**config.mk**
```make
export PLATFORM = sky130hd
export DESIGN_NAME = fifo_wr_arb
export DESIGN_NICKNAME = d
export VERILOG_FILES = /design/src/rtl/fifo_wr_arb.sv
export SDC_FILE = /design/constraint.sdc
export NUM_CORES = 1
export LEC_CHECK = 0
export CORE_ASPECT_RATIO = 1.2
export CORE_MARGIN = 1.5
export CORE_UTILIZATION = 43
export CTS_CLUSTER_SIZE = 16
export DETAILED_ROUTE_END_ITERATION = 8
export GPL_TIMING_DRIVEN = 0
export MAX_ROUTING_LAYER = met4
export PLACE_DENSITY = 0.8
export SKIP_LAST_GASP = 1
export SYNTH_ARGS = -nofsm -noshare
export SYNTH_HDL_FRONTEND = slang
export SYNTH_SLANG_ARGS = --single-unit
```
**constraint.sdc**
```tcl
create_clock -name clk -period 2.3 [get_ports clk]
set_input_delay 0.23 -clock clk [delete_from_list [all_inputs] [get_ports clk]]
set_output_delay 0.23 -clock clk [all_outputs]
set_load 0.02 [all_outputs]
```
**src/rtl/fifo_wr_arb.sv**
```systemverilog
// Four-requester round-robin write arbiter in front of a synchronous FIFO.
// A grant lasts one burst of up to MAX_BURST beats; FIFO writes are registered.
//
//   state | meaning
//   IDLE  | no owner; arbitrate among pending requests
//   BURST | owner streams beats until last, MAX_BURST, or withdrawal
module fifo_wr_arb #(
  parameter int WIDTH     = 8,
  parameter int MAX_BURST = 4
) (
  input  logic               clk,
  input  logic               rst,
  input  logic [3:0]         req,
  input  logic [4*WIDTH-1:0] req_data,
  input  logic [3:0]         req_last,
  output logic [3:0]         gnt,
  input  logic               fifo_full,
  output logic               fifo_wr_en,
  output logic [WIDTH-1:0]   fifo_din,
  output logic [1:0]         owner,
  output logic               busy,
  output logic [15:0]        wr_count
);

  typedef enum logic {
    IDLE  = 1'b0,
    BURST = 1'b1
  } state_t;

  localparam logic [3:0] LAST_BEAT = 4'(MAX_BURST - 1);

  state_t             state_q;
  logic [1:0]         owner_q;
  logic [1:0]         last_owner_q;
  logic [3:0]         beat_cnt_q;
  logic [3:0]         beat_cnt_d;
  logic               fifo_wr_en_q;
  logic [WIDTH-1:0]   fifo_din_q;
  logic [15:0]        wr_count_q;
  logic [15:0]        wr_count_d;

  logic [1:0]         winner;
  logic [1:0]         cand;
  logic               found;
  logic [WIDTH-1:0]   owner_data;
  logic               acc;
  logic               burst_end;

  // Search starts one past the previous owner so every requester gets a turn.
  always_comb begin
    winner = last_owner_q;
    cand   = '0;
    found  = 1'b0;
    for (int i = 1; i <= 4; i++) begin
      cand = last_owner_q + 2'(i);
      if (!found && req[cand]) begin
        winner = cand;
        found  = 1'b1;
      end
    end
  end

  always_comb begin
    owner_data = '0;
    for (int i = 0; i < 4; i++) begin
      if (owner_q == 2'(i)) owner_data = req_data[i*WIDTH +: WIDTH];
    end
  end

  assign acc        = (state_q == BURST) && req[owner_q] && !fifo_full;
  assign burst_end  = req_last[owner_q] || (beat_cnt_q == LAST_BEAT);
  assign beat_cnt_d = beat_cnt_q + 4'd1;
  assign wr_count_d = wr_count_q + 16'd1;

  always_comb begin
    gnt = '0;
    if (acc) gnt[owner_q] = 1'b1;
  end

  always_ff @(posedge clk or posedge rst) begin
    if (rst) begin
      state_q      <= IDLE;
      owner_q      <= 2'd0;
      last_owner_q <= 2'd3;
      beat_cnt_q   <= '0;
      fifo_wr_en_q <= 1'b0;
      fifo_din_q   <= '0;
      wr_count_q   <= '0;
    end else begin
      fifo_wr_en_q <= acc;
      if (acc) begin
        fifo_din_q <= owner_data;
        wr_count_q <= wr_count_d;
      end

      case (state_q)
        IDLE: begin
          if (req != 4'b0000) begin
            owner_q    <= winner;
            beat_cnt_q <= '0;
            state_q    <= BURST;
          end
        end
        BURST: begin
          if (!req[owner_q]) begin
            state_q      <= IDLE;
            last_owner_q <= owner_q;
          end else if (acc) begin
            beat_cnt_q <= beat_cnt_d;
            if (burst_end) begin
              state_q      <= IDLE;
              last_owner_q <= owner_q;
            end
          end
        end
        default: state_q <= IDLE;
      endcase
    end
  end

  assign fifo_wr_en = fifo_wr_en_q;
  assign fifo_din   = fifo_din_q;
  assign owner      = owner_q;
  assign busy       = (state_q == BURST);
  assign wr_count   = wr_count_q;

endmodule

```
==> summary.txt <==
Clock tree
  – Clock root buffer: clkbuf_8
  – Clk sink count: 34
  – Clk buf depth: 2
  – Cts bufs inserted: 5
  – Skew-Pair Late Insertion Delay: 290 ps
  – Clock transition at path regs: 70 ps
  – TritonCTS clock tree: yes
  – Hold_buf cts: 0
  – CTS HTree Levels: 2

Timing
  – Tcrit/Tclk final: 96.5%
  – Worst Max-Slew Pin Slew: 782 ps
  – Tmin final: roughly 2200 ps
  – Setup Skew: 5.45 ps
  – Final setup viols: 0
  – Fin. Hold Viols: 0
  – Setup TNS: 0 ps
  – Worst rel slew slack: 47.3%
  – Final Max Tran Viols: 0
  – Max Clock Freq: 451 MHz
  – RSZ-0062 raised after global routing: true

Floorplan
  – Die area: 0.00469 mm2
  – Core ar.: 0.00404 mm2
  – Ports: 75
  – Initial Util: 45.7%
  – Die extent in x: 62.8 um
  – Standard-cell rows: 25
  – Die Y: 74.7 um

Layout
  – Post-Layout Inst Area: 0.00276 mm2
  – Util after Layout: 68.4%
  – Commonest non-fill, non-tap cell in the layout: clkdlybuf4s50_1
  – Antenna Diode Count: 0
  – Area Growth Syn to Fin: 49.8%
  – Share of cells above drive strength 1: 15.8%
  – Final Non-Filler Cells: roughly 300
  – Fillers: 303
  – Nets: 297
  – Commonest non-fill, non-tap cells in the layout: 70 x clkdlybuf4s50_1, 39 x nand2_1, 32 x dfrtp_1

Worst setup path
  – Critical Path Sink Type: primary output
  – FF-to-FF End: last_owner_q[0]
  – Worst R2R Path Depth: 6
  – Top delay family on crit path: multiplexers
  – Required time worst endpoint: between 2000 and 2500 ps
  – CP Max Fanout: 10
  – Startpoint types: register
  – Critical path launch point: owner[1]
  – Slowest-stage cell, CP: mux4_2
  – Critical Path Max Stage Delay: 550 ps
  – Reg-to-reg startpoint: owner[1]
  – Crit path buffers/inverters: 4
  – WP data arrival: 1990 ps
  – Flop-to-flop setup slack: 450 ps
  – Cells along the critical path: buf_6 > mux4_2 > nand2_4 > inv_2 > buf_6 > and3_1 > clkbuf_2
  – WS Path Type: register to primary output
  – Top cell by count, worst path: buf_6

Synth
  – Yosys top cell by area: dfrtp_1
  – Mapped Nets: 214
  – Xor-xnor portion of the synthesized cell area: 7.13%
  – Gate Count Post-Synth: 169
  – Synth top area share: 43.4%
  – Mux share of post-synthesis cell area: between 10% and 20%
  – Mapped Area: 0.00184 mm2
  – Synth warnings: 0
  – Post-synth EDFFs: 0
  – Post-Synth Adder-Cell Area: 1.36%
  – Post-Synth Simple-Gate Area: 21.0%
  – Synth async-reset ratio: 100%
  – Synth Area per Inst: 10.9 um2
  – Area contributors post-synth: dfrtp_1 43%, mux4_2 9.8%, nand2_1 7.9%, xnor2_1 4.8%, dfstp_2 2.9%
  – Seq/Total Area, Yosys: 46.3%
  – Largest family of logic cells by synthesized area: simple AND/OR/NAND/NOR gates
  – Flops & latches, synth: 34
  – Dominant synthesized flop cell: dfrtp_1
  – Number of distinct library cells after synthesis: 39
  – Compound-gate portion of the synthesized area: 5.43%

Global route
  – Gr usage total: a little over a fifth
  – Initial antenna violation count: 0
  – Largest net degree at the start of global routing: 35
  – Gr ovfl total: 0
  – First-pass GRT wire length: 7.53 mm
  – Number of global-route vias before repair: between 1500 and 2000

Power
  – Combinational Power Share: between 50% and 60%
  – Sw frac: 38.0%
  – Clock power frac: 16.5%
  – Final Power: 0.00277 W
  – Peak supply drop: 0.000553 V
  – Flop pwr share: between 30% and 40%
  – Int Power: 0.00172 W
  – Net Switching: about 0.0011 W
  – LEAKAGE: 1.24 nW
  – Power Dens Cells: approximately 1000 mW/mm2

Run
  – Max Cap Viol: 0

Place
  – Post-DP HPWL: 3.37 mm
  – IO Port Bufs: 74
  – Placed Cells incl. Taps: ~300
  – Placement Cell Area: roughly 0.0027 mm2
  – GPL Wtd Cong: 0.760

Drt
  – Via density: 5.24
  – DR pass1 iterations: 4
  – DRT iter0 DRCs: 87
  – ANT nets after route: 0
  – WL final: about 4.5 mm
  – Routed length per placed instance: 14.6 um
  – Residual DRC count: 0
  – Via count: 1610

Hold path
  – HP Class: input pin to async pin

Status
  – Status: complete, no violations
-- cell usage after synthesis (2+ instances only) --
cell	count
a21oi_1	3
and3_1	3
and4_1	2
buf_2	2
buf_6	3
clkbuf_1	3
dfrtp_1	32
dfstp_2	2
ha_1	2
inv_1	5
mux2_2	2
mux2i_1	4
mux4_2	8
nand2_1	39
nand2b_1	3
nand3_1	3
nand4_1	5
nand4_2	2
nor2_1	7
nor3_1	5
nor3b_1	2
o21ai_0	2
xnor2_1	10
xor2_1	5
-- stage by stage --
stage	hold slack, ps	setup WS [ps]
CTS	472	-69.8
finish	179	80.7
global route	183	-2.21
global placement	456	-280
detailed placement	458	-290
floorplan	370	364
-- power groups by stage --
stage,combinational [W],sequential [W],clock [W]
floorplan,0.000711,0.00107,0
global placement,0.00137,0.000917,0
detailed placement,0.00139,0.000925,0
CTS,0.00141,0.000914,0.000469
global route,0.00152,0.000937,0.000495
finish,0.00140,0.000914,0.000457
-- area by class of cell --
cell class	instances	area [um2]	area share (%)
Timing Repair Buffer	76	752	27.2
Sequential cell	34	853	30.9
Inverter	6	22.5	0.816
Clock buffer	6	82.6	2.99
Multi-Input combinational cell	121	912	33.0
Buffer	8	58.8	2.13
Clock inverter	2	12.5	0.453
Tap cell	54	67.6	2.45
-- repair_timing --
item                       in CTS  in global routing
setup buffers                   1                  0
resized for setup               8                  6
setup endpoints to repair       4                  3
-- kinds of logic (layout without fill, tap and decap cells) --
logic type,Yosys count,count (layout)
compound gates,13,13
flops,34,34
fa+ha+maj,2,2
mux,15,15
simple gates,76,76
buf+inv,14,98
xor+xnor,15,15
-- flip-flops by register name, summed over array words and instances (netlist names) --
name / cells
last_owner_q: 2
wr_count: 16
fifo_wr_en: 1
owner: 2
fifo_din: 8
busy: 1
beat_cnt_q: 4
-- per-layer routing --
metal | global-route usage (%) | share of wire, %
met1 | 23.8 | 41
met2 | 37.8 | 52
met3 | 5.83 | 5.0
met4 | 8.89 | 2.7
met5 | - | 0
-- worst max-delay path by stage --
stage,to,slack (ps),cells after the start
3_5_place_dp,gnt[3],-290,7
2_1_floorplan,gnt[0],360,5
6_report,gnt[3],80,7
3_3_place_gp,gnt[3],-280,7
4_1_cts,gnt[3],-70,7
5_1_grt,gnt[3],-2,7
-- worst register-to-register path: stages, from the launching register on --
cell and delay [ps]:
dfrtp_1 390, buf_6 140, mux4_2 380, buf_4 130
inv_1 50, o31ai_2 320, mux2_2 370
Note: power is estimated with default switching activity, not from simulation.
==> variant 1: new RTL, same settings <==
`WIDTH`: 8 -> 9.
--- a/src/rtl/fifo_wr_arb.sv
+++ b/src/rtl/fifo_wr_arb.sv
@@ -5,7 +5,7 @@
 //   IDLE  | no owner; arbitrate among pending requests
 //   BURST | owner streams beats until last, MAX_BURST, or withdrawal
 module fifo_wr_arb #(
-  parameter int WIDTH     = 8,
+  parameter int WIDTH     = 9,
   parameter int MAX_BURST = 4
 ) (
   input  logic               clk,
Ports: changed (resized fifo_din and req_data); port bits go from 75 to 80. The function was not compared with the original's and may differ.
==> variant 1 against the unedited design <==
- utilization shrank 0.69 points
- cell area grew 5.3%
- critical path depth shrank 3
- sequential cell count grew 1
- area after synthesis grew 5.4%
- critical endpoint is now gnt[0]
- via count grew 9.8%
- total power grew 7.8%
- worst hold slack gained 0.21 ns
- wire length grew 13%
- worst setup slack gained 0.043 ns
- final cell count grew 7.5%
- largest power group unchanged
==> variant 1: results (changes against the unedited design) <==
Top-count cell post-synth: nand2_1
CP Data Arrival Time: 1.95 ns (-0.04 ns)
Area contributors post-synth: dfrtp_1 (43%), mux4_2 (12%), nand2_1 (8.7%)
Drt first-iter violations: 67 (-23%)
Worst path top cell family by delay: buffers and inverters
WL per Instance: 15.4 um (+5.3%)
Largest stage delay, worst path: 0.64 ns (+0.09 ns)
Worst-margin pin slew: 0.731 ns (-0.0512 ns)
Setup slack at placement: 0.186 ns (+0.476 ns)
Layout cells sized above 1: 11.7% (-4.1 points)
Largest net degree at the start of global routing: 36 (+2.9%)
Commonest cells post-synth: nand2_1 (45), dfrtp_1 (33), xnor2_1 (11)
Placed instance area: 2800 um2 (+5.7%)
Mapped Cells: 189 (+12%)
Final HPWL DP: 3900 um (+15%)
Final hold slack: 0.392 ns (+0.213 ns)
CP Max Fanout: 10 (unchanged)
Synth Area in Compound Gates: 7.28% (+1.8 points)
Vias/cell: 5.36 (+2.2%)
PortBufs: 79 (+6.8%)
Internal power: 1.87 mW (+8.9%)
Pleak: 1.28 nW (+3.4%)
Synth Area in Adders: 1.29% (-0.069 points)
Synthesized Nets: 238 (+11%)
Total GRT Usage: 23.9% (+2.3 points)
Outcome: finished clean
Register area share after synthesis: 45.2% (-1.1 points)
Post-synthesis xor/xnor area fraction: 7.67% (+0.54 points)
Multiplexer share of the synthesized area: 13.3% (-1.3 points)
Placer Congestion: 0.773 (+1.7%)
Layout Skew: 0.00784 ns (+0.00239 ns)
Via Count: 1,768 (+9.8%)
First-pass GRT wire length: 8800 um (+17%)
Postcts setup bufs: 0 (-1)
Fin area: 2910 um2 (+5.3%)
Layout Nets: 323 (+8.8%)
Worst reg-to-reg setup slack: 0.50 ns (+0.05 ns)
Largest vdd supply drop: 749 uV (+35%)
-- variant 1: changes by cell type after synthesis, moves of 3 or more --
cell	change
nand2_1	+6
o21ai_0	+4
a21oi_1	+3
mux2i_1	-3
nand3_1	+3
-- variant 1: how the worst max path moves through the flow --
stage / end / slack (ns) / depth (start not counted) / start
floorplan: gnt[1] / 0.54 / 4 / owner[0]$_DFFE_PP0P_
global placement: gnt[1] / 0.20 / 5 / owner[0]$_DFFE_PP0P_
detailed placement: wr_count[9]$_DFFE_PP0P_ / 0.19 / 6 / req[3]
CTS: gnt[1] / 0.02 / 4 / owner[1]$_DFFE_PP0P_
global route: gnt[3] / 0.01 / 5 / owner[0]$_DFFE_PP0P_
finish: gnt[0] / 0.12 / 4 / owner[0]$_DFFE_PP0P_
-- variant 1: power by group through the flow --
stage	Combinational (mW)	Sequential, mW	Clock [mW]
detailed placement	1.49	0.982	0
global route	1.62	0.999	0.568
global placement	1.46	0.971	0
CTS	1.51	0.971	0.538
finish	1.49	0.971	0.530
floorplan	0.774	1.13	0
-- variant 1: layout make-up --
class / count / area, um2
Buffer: 6 / 50.0
Clock buffer: 6 / 72.6
Clock inverter: 1 / 30.0
Fill cell: 354 / 1390
Inverter: 6 / 25.0
Multi-Input combinational cell: 141 / 990
Sequential cell: 35 / 878
Tap cell: 56 / 70.1
Timing Repair Buffer: 79 / 793
-- variant 1: metal layers --
layer	GRT usage, %	wire length, um	vias up
met4	11.1	178	0
met3	6.20	266	15
met1	27.8	2050	853
met5	-	0	-
li1	-	-	838
met2	38.4	2590	62
-- variant 1: timing repair --
| action | CTS | global route |
|---|---|---|
| resized for setup | 2 | 1 |
| setup endpoints to repair | 2 | 1 |
| endpoints found under the hold margin | 0 | 0 |
==> variant 2: new RTL, config.mk and constraints unchanged <==
Without the edit above. Register the output `wr_count` once more, without a reset; this adds one clock of latency there. The other outputs are not delayed to match.
--- a/src/rtl/fifo_wr_arb.sv
+++ b/src/rtl/fifo_wr_arb.sv
@@ -122,7 +122,9 @@
   assign fifo_din   = fifo_din_q;
   assign owner      = owner_q;
   assign busy       = (state_q == BURST);
-  assign wr_count   = wr_count_q;
+  always_ff @(posedge clk) begin
+    wr_count <= wr_count_q;
+  end
 
 endmodule
 
Check against the original RTL: not equivalent (Yosys sat finds a counterexample within 4 cycles, from zero or initial values and one cycle with rst high).
==> variant 2 against the unedited design <==
- first-iteration DRC count decreased by 47%
- die area increased by 16%
- sequential cell count increased by 16
- cell area increased by 12%
- wire length decreased by 3.0%
- synthesized cell count increased by 5.9%
- worst setup slack improved by 0.054 ns
- largest power group unchanged
- total power increased by 14%
- critical endpoint is now gnt[0]
- worst hold slack improved by 0.18 ns
- area after synthesis increased by 16%
- global-route usage decreased by 2.8 points
==> variant 2: results (changes against the unedited design) <==
Outcome: finished clean
Max layer used: met4
Met2 routed WL: 2230 um (-4.1%)
Drt first-iter violations: 46 (-47%)
Psw: 1.08 mW (+2.8%)
Register area share after synthesis: 54.7% (+8.4 points)
Final worst path period share: 94.2% (-2.3 points)
Filler cells: 410 (+35%)
FF-to-FF Start: owner[0]$_DFFE_PP0P_
Layout cells sized above 1: 13.6% (-2.2 points)
Setup slack at placement: -0.340 ns (-0.0500 ns)
Largest vdd supply drop: 692 uV (+25%)
Layout Skew: 0.00370 ns (-0.00176 ns)
ANT nets after route: 0 (unchanged)
WL met1: 1780 um (-2.6%)
Post-CTS sizing: 10 (+2)
Post-synthesis xor/xnor area fraction: 6.12% (-1.0 points)
First-pass GRT wire length: 7450 um (-1.1%)
Avg Inst Size Synth: 12.0 um2 (+10%)
Met3 WL: 272 um (+22%)
Commonest cells post-synth: nand2_1 (38), dfrtp_1 (32), dfxtp_1 (16)
Non-filler instance count after layout: 325 (+5.9%)
Largest net degree at the start of global routing: 35 (unchanged)
Worst reg-to-reg setup slack: 0.43 ns (-0.02 ns)
Worst r2r path cells: 5 (-1)
Clk power: 0.551 mW (+21%)
CTS Buffer Depth: 2 (unchanged)
WL per Instance: 13.4 um (-8.4%)
Placer Congestion: 0.952 (+25%)
Placed cells: 313 (+5.4%)
Area contributors post-synth: dfrtp_1 (37%), dfxtp_1 (15%), nand2_1 (6.6%)
Total GRT Usage: 18.9% (-2.8 points)
Synth Area in Compound Gates: 4.55% (-0.89 points)
Synthesized Nets: 224 (+4.7%)
Logic pwr share: 42.9% (-7.7 points)
Slew margin rel.: 54.3% (+7.0 points)
Sw frac: 34.2% (-3.7 points)
CP Data Arrival Time: 1.94 ns (-0.05 ns)
CP endpoint: gnt[0]
Multiplexer share of the synthesized area: 13.7% (-0.90 points)
CTS root buf: clkbuf_8
Placed instance area: 2960 um2 (+12%)
Postcts setup bufs: 4 (+3)
Final hold slack: 0.360 ns (+0.181 ns)
Yosys cell types: 36 (-7.7%)
Via Count: 1,648 (+2.4%)
Ys async rst share: 68.0% (-32 points)
Final HPWL DP: 3400 um (+0.82%)
==> variant 2: cell types whose count changed after synthesis, moves of 2 or more <==
cell and delta:
dfxtp_1 +16, mux4_1 +3, nand3_1 +3, o21ai_0 +3, a21oi_1 -2, buf_2 -2, inv_1 +2, mux2i_1 -2
mux4_2 -2, nand4_2 -2, nor2_1 -2
==> variant 2: layout make-up <==
type	count	area, um2	area share, %
buffer	6	48.8	1.58
multi-input combinational	115	902	29.2
clock inverter	1	7.51	0.243
sequential	50	1170	38.0
inverter	8	32.5	1.05
tap	60	75.1	2.43
timing repair buffer	78	751	24.3
clock buffer	7	97.6	3.16
==> variant 2: metal layers <==
layer / vias up / track usage [%]
met1: 780 / 23.0
met3: 6 / 5.04
li1: 796 / -
met2: 66 / 30.2
met5: - / -
met4: 0 / 6.33
